===== src/rtl/pe_packet_injector.sv =====
`default_nettype none
// ============================================================================
// Module   : pe_packet_injector
// Brief    : PE transmit NI: buffers {dest, src, payload} packets in a FIFO and
//            drives them to the router through a valid/ready holding slot.
// Revision : 1.0 - initial release
// ============================================================================
module pe_packet_injector #(
    parameter int DATA_WIDTH = 16,
    parameter int ADDR_WIDTH = 2,
    parameter int LOCAL_ADDR = 0,
    parameter int FIFO_DEPTH = 4,
    parameter int CNT_WIDTH  = 16
) (
    input  logic                             clk,
    input  logic                             rst,
    input  logic                             i_wr_en,
    input  logic [DATA_WIDTH-1:0]            i_payload,
    input  logic [ADDR_WIDTH-1:0]            i_dest,
    output logic                             o_full,
    output logic                             o_empty,
    input  logic                             i_ready_from_router,
    output logic                             o_valid_to_router,
    output logic [DATA_WIDTH+2*ADDR_WIDTH-1:0] o_data_to_router,
    output logic [CNT_WIDTH-1:0]             o_tx_count,
    output logic                             o_overflow
);

    localparam int c_pkt_w = DATA_WIDTH + 2 * ADDR_WIDTH;
    localparam int c_ptr_w = $clog2(FIFO_DEPTH);
    localparam int c_occ_w = c_ptr_w + 1;
    localparam logic [ADDR_WIDTH-1:0] c_local = ADDR_WIDTH'(LOCAL_ADDR);

    typedef enum logic [0:0] {
        S_IDLE = 1'b0,
        S_SEND = 1'b1
    } state_t;

    state_t               r_state;
    state_t               w_state_next;
    logic [c_pkt_w-1:0]   r_mem [FIFO_DEPTH];
    logic [c_ptr_w-1:0]   r_wr_ptr;
    logic [c_ptr_w-1:0]   r_rd_ptr;
    logic [c_occ_w-1:0]   r_occ;
    logic [c_pkt_w-1:0]   r_slot;
    logic [CNT_WIDTH-1:0] r_tx_count;
    logic                 r_overflow;

    logic                 w_full;
    logic                 w_empty;
    logic                 w_push;
    logic                 w_pop;
    logic                 w_handshake;
    logic [c_pkt_w-1:0]   w_pkt;

    assign w_full  = (r_occ == c_occ_w'(FIFO_DEPTH));
    assign w_empty = (r_occ == '0);
    // Full is judged on the registered occupancy, so a same-cycle pop never rescues a write.
    assign w_push  = i_wr_en && !w_full;
    assign w_pkt   = {i_dest, c_local, i_payload};

    always_ff @(posedge clk) begin
        if (w_push) begin
            r_mem[r_wr_ptr] <= w_pkt;
        end
    end

    always_ff @(posedge clk or negedge rst) begin
        if (!rst) begin
            r_wr_ptr   <= '0;
            r_rd_ptr   <= '0;
            r_occ      <= '0;
            r_overflow <= 1'b0;
        end else begin
            if (w_push) begin
                r_wr_ptr <= r_wr_ptr + c_ptr_w'(1);
            end
            if (w_pop) begin
                r_rd_ptr <= r_rd_ptr + c_ptr_w'(1);
            end
            case ({w_push, w_pop})
                2'b10:   r_occ <= r_occ + c_occ_w'(1);
                2'b01:   r_occ <= r_occ - c_occ_w'(1);
                default: r_occ <= r_occ;
            endcase
            if (i_wr_en && w_full) begin
                r_overflow <= 1'b1;
            end
        end
    end

    always_ff @(posedge clk or negedge rst) begin
        if (!rst) begin
            r_state    <= S_IDLE;
            r_slot     <= '0;
            r_tx_count <= '0;
        end else begin
            r_state <= w_state_next;
            if (w_pop) begin
                r_slot <= r_mem[r_rd_ptr];
            end
            if (w_handshake) begin
                r_tx_count <= r_tx_count + CNT_WIDTH'(1);
            end
        end
    end

    // The slot refills whenever it is idle or being emptied by a handshake this edge.
    always_comb begin
        w_state_next = r_state;
        w_pop        = 1'b0;
        w_handshake  = 1'b0;
        case (r_state)
            S_IDLE: begin
                if (!w_empty) begin
                    w_pop        = 1'b1;
                    w_state_next = S_SEND;
                end
            end
            S_SEND: begin
                if (i_ready_from_router) begin
                    w_handshake = 1'b1;
                    if (!w_empty) begin
                        w_pop = 1'b1;
                    end else begin
                        w_state_next = S_IDLE;
                    end
                end
            end
            default: begin
                w_state_next = S_IDLE;
            end
        endcase
    end

    assign o_full            = w_full;
    assign o_empty           = w_empty;
    assign o_valid_to_router = (r_state == S_SEND);
    assign o_data_to_router  = r_slot;
    assign o_tx_count        = r_tx_count;
    assign o_overflow        = r_overflow;

endmodule
`default_nettype wire


===== config.mk =====
export PLATFORM = sky130hd
export DESIGN_NAME = pe_packet_injector
export DESIGN_NICKNAME = d
export VERILOG_FILES = /design/src/rtl/pe_packet_injector.sv
export SDC_FILE = /design/constraint.sdc
export NUM_CORES = 1
export LEC_CHECK = 0
export ABC_AREA = 1
export CAP_MARGIN = 20
export CORE_AREA = 2 2 100 102
export DETAILED_ROUTE_END_ITERATION = 8
export DIE_AREA = 0 0 102 104
export PLACE_DENSITY = 0.72
export SYNTH_ARGS = -nofsm -noshare
export SYNTH_HDL_FRONTEND = slang
export SYNTH_SLANG_ARGS = --single-unit

===== constraint.sdc =====
create_clock -name clk -period 2.92 [get_ports clk]
set_clock_uncertainty 0.05 [all_clocks]
set_input_delay 0.584 -clock clk [delete_from_list [all_inputs] [get_ports clk]]
set_output_delay 0.584 -clock clk [all_outputs]
set_load 0.01 [all_outputs]

==> results_dict.tcl <==
set metrics [dict create \
    status "complete, no violations" \
    antenna_cells 0 \
    critPathArrivalTime_ns 1.80 \
    tns_ns 0 \
    fin_util_pct 62.7 \
    syn_inst 388 \
    cts_tree "yes" \
    power.density_nw_per_um2 1070 \
    synth_edf_count 72 \
    rsz0062_at_grt "false" \
    port-buffer-count 59 \
    seq_power_share_pct 38.2 \
    endpoint_kind "primary output" \
    synthesis.area_um2 4650 \
    crit_fanout 3 \
    routed-via-count 3068 \
    std_cell_rows 36 \
    cp.required_ns 2.29 \
    internal-power_mw 4.34 \
    initial_core_util_pct 48.7 \
    routed_wl_mm 9.36 \
    drtIter0Drc 194 \
    grt-ovfl-total 0 \
    use_met1_pct 25.4 \
    cts-buffers-inserted 17 \
    crit_type "reg -> out" \
    cts_max_level 4 \
    die_area_um2 10600 \
    whs_ns 0.419 \
    yosysTopAreaCell "edfxtp_1" \
    tightest_slew_ns 0.692 \
    slew_violations 0 \
    grt_usage_pct 19.0 \
    postCtsSetupBuffers 0 \
    finalCriticalPeriod_ns 2.44 \
    switching_power_mw 2.07 \
    ys_seq_area_share_pct 69.6 \
    pin_count 62 \
    die_y_um 104 \
    busiest_layer "met2" \
    yosys_warnings 0 \
    synth_top_cell_area_share_pct 46.5 \
    ys_seq_elements 115 \
    die_w_um 102 \
    use_met2_pct 29.3 \
    clockPowerShare_pct 32.7 \
    critPathLaunchType "register" \
    yosys-top-cells-area "edfxtp_1 (46%), dfrtp_1 (23%), nand2_1 (6.2%)" \
    totalPowerFinal_mw 6.41 \
    layout.nets 489 \
    drive_above_1_share_pct 11.2 \
    insertion_delay_ns 0.51 \
    fillers 727 \
    post_drt_wl_per_cell_um 15.4 \
    drv_cap 0 \
    ant_nets 0 \
    ys.flop_type "edfxtp_1" \
    area_growth_pct 28.6 \
    grt_pass1_wl_mm 15.3 \
    drcViolationCount 0 \
    grt_antenna_before_repair 0 \
    p_comb_share_pct 29.0 \
    relSlewSlack_pct 53.9 \
    hp-class "reg -> reg" \
    period_share_pct 83.4 \
    grtUsageMet3_pct 5.38 \
    finalInstanceArea_um2 5990 \
    place_area_um2 5350 \
    synthDistinctLibCells 30 \
    grt_pass1_vias 3089 \
    clk_pin_slew_worst_paths_ns 0.06 \
    routabilityCongestion 0.783 \
    post-dp-hpwl_mm 5.63 \
    async_flop_share_pct 37.4 \
    drt_pass1_iterations 5 \
    peakVddDrop_uv 421 \
    max_freq_mhz 411 \
    setup_violations 0 \
    vias_per_cell 5.06 \
    swShare_pct 32.3 \
    clock_path_buffers 2 \
    seqCellArea_um2 3240 \
    power_leakage_nw 2.39 \
    coreArea_um2 9550 \
    final_cell_mix "nand2_1 (77), edfxtp_1 (72), clkdlybuf4s50_1 (58)" \
    grt_max_degree 44 \
    hold_viol 0 \
    syn-mean-instance-area_um2 12.0 \
    multi_input_area_um2 1220 \
    final_common_cell "nand2_1" \
    cts_root_buf "clkbuf_8" \
    cts_sinks 115 \
]
[routing by layer]
| layer | part of all wire [%] | wire length [µm] |
|---|---|---|
| met1 | 43 | 4000 |
| met2 | 50 | 4680 |
| met3 | 6.2 | 584 |
| met4 | 1.1 | 100 |
| met5 | 0 | 0 |
[cell usage after synthesis, types with 3 or more instances]
| cell type | count |
|---|---|
| nand2_1 | 77 |
| o21ai_0 | 29 |
| edfxtp_1 | 72 |
| buf_2 | 5 |
| nor2_2 | 3 |
| xor2_1 | 9 |
| nand2_2 | 4 |
| o21ai_1 | 11 |
| inv_1 | 20 |
| o22ai_1 | 18 |
| buf_4 | 7 |
| ha_1 | 6 |
| xnor2_1 | 7 |
| nor2_4 | 3 |
| nand3_1 | 3 |
| dfrtp_1 | 43 |
| nor2_1 | 53 |
[stage by stage]
step / setup WS [ns] / cells
after CTS: 0.458 / 604
after detailed placement: 0.404 / 572
after floorplan: 0.846 / 389
final: 0.485 / 606
after global routing: 0.385 / 606
after global placement: 0.444 / 572
[logic make-up (layout without fill, tap and decap cells)]
logic type | Yosys count | in the layout | synth area share, %
buffers and inverters | 38 | 122 | 4.22
AND/OR/NAND/NOR | 149 | 149 | 13.6
AO/OA/AOI/OAI | 61 | 61 | 7.10
other | 1 | 2 | 0.0806
adder cells (fa/ha/maj) | 7 | 7 | 2.04
XOR/XNOR | 17 | 17 | 3.36
flip-flops | 115 | 115 | 69.6
[power by group through the flow]
stage | logic (mW) | registers [mW] | clock network, mW
2_1_floorplan | 1.11 | 2.48 | 0
3_3_place_gp | 1.80 | 2.46 | 0
3_5_place_dp | 1.86 | 2.47 | 0
4_1_cts | 1.87 | 2.45 | 2.12
5_1_grt | 2.08 | 2.50 | 2.19
6_report | 1.86 | 2.45 | 2.10
[critical path, cell delays in order, from the launching register on]
cell             delay, ns
dfrtp_1               0.43
inv_1                 0.12
nand3_1               0.12
inv_1                 0.09
clkdlybuf4s50_1       0.54
[state kept, by name (all words and copies together) (netlist names)]
register           count
o_valid_to_router      1
r_occ                  3
r_rd_ptr               2
o_tx_count            16
r_wr_ptr               2
o_overflow             1
o_data_to_router      18
r_mem                 72
[path summary, 6_finish.rpt]
path	from	to	slack, ns	cells past startpoint
max	r_occ[0]	o_full	0.48	4
min	o_overflow	o_overflow	0.42	1
max reg2reg	r_occ[0]	r_occ[2]	0.92	9
min reg2reg	o_overflow	o_overflow	0.42	1
max in group asynchronous	rst	o_data_to_router[2]	1.93	3
min in group asynchronous	rst	o_data_to_router[8]	0.43	2
[what timing repair did]
action                    4_1_cts  5_1_grt
gates resized for setup         0        0
hold endpoints to repair        0        7
hold buffers                    0        1
[layout make-up]
class,instances,area share [%]
Inverter,23,1.53
Sequential cell,115,54.1
Clock buffer,19,7.04
Multi-Input combinational cell,236,20.4
Tap cell,133,2.78
Timing Repair Buffer,67,11.0
Clock inverter,13,3.09
Note: power is estimated with default switching activity, not from simulation.
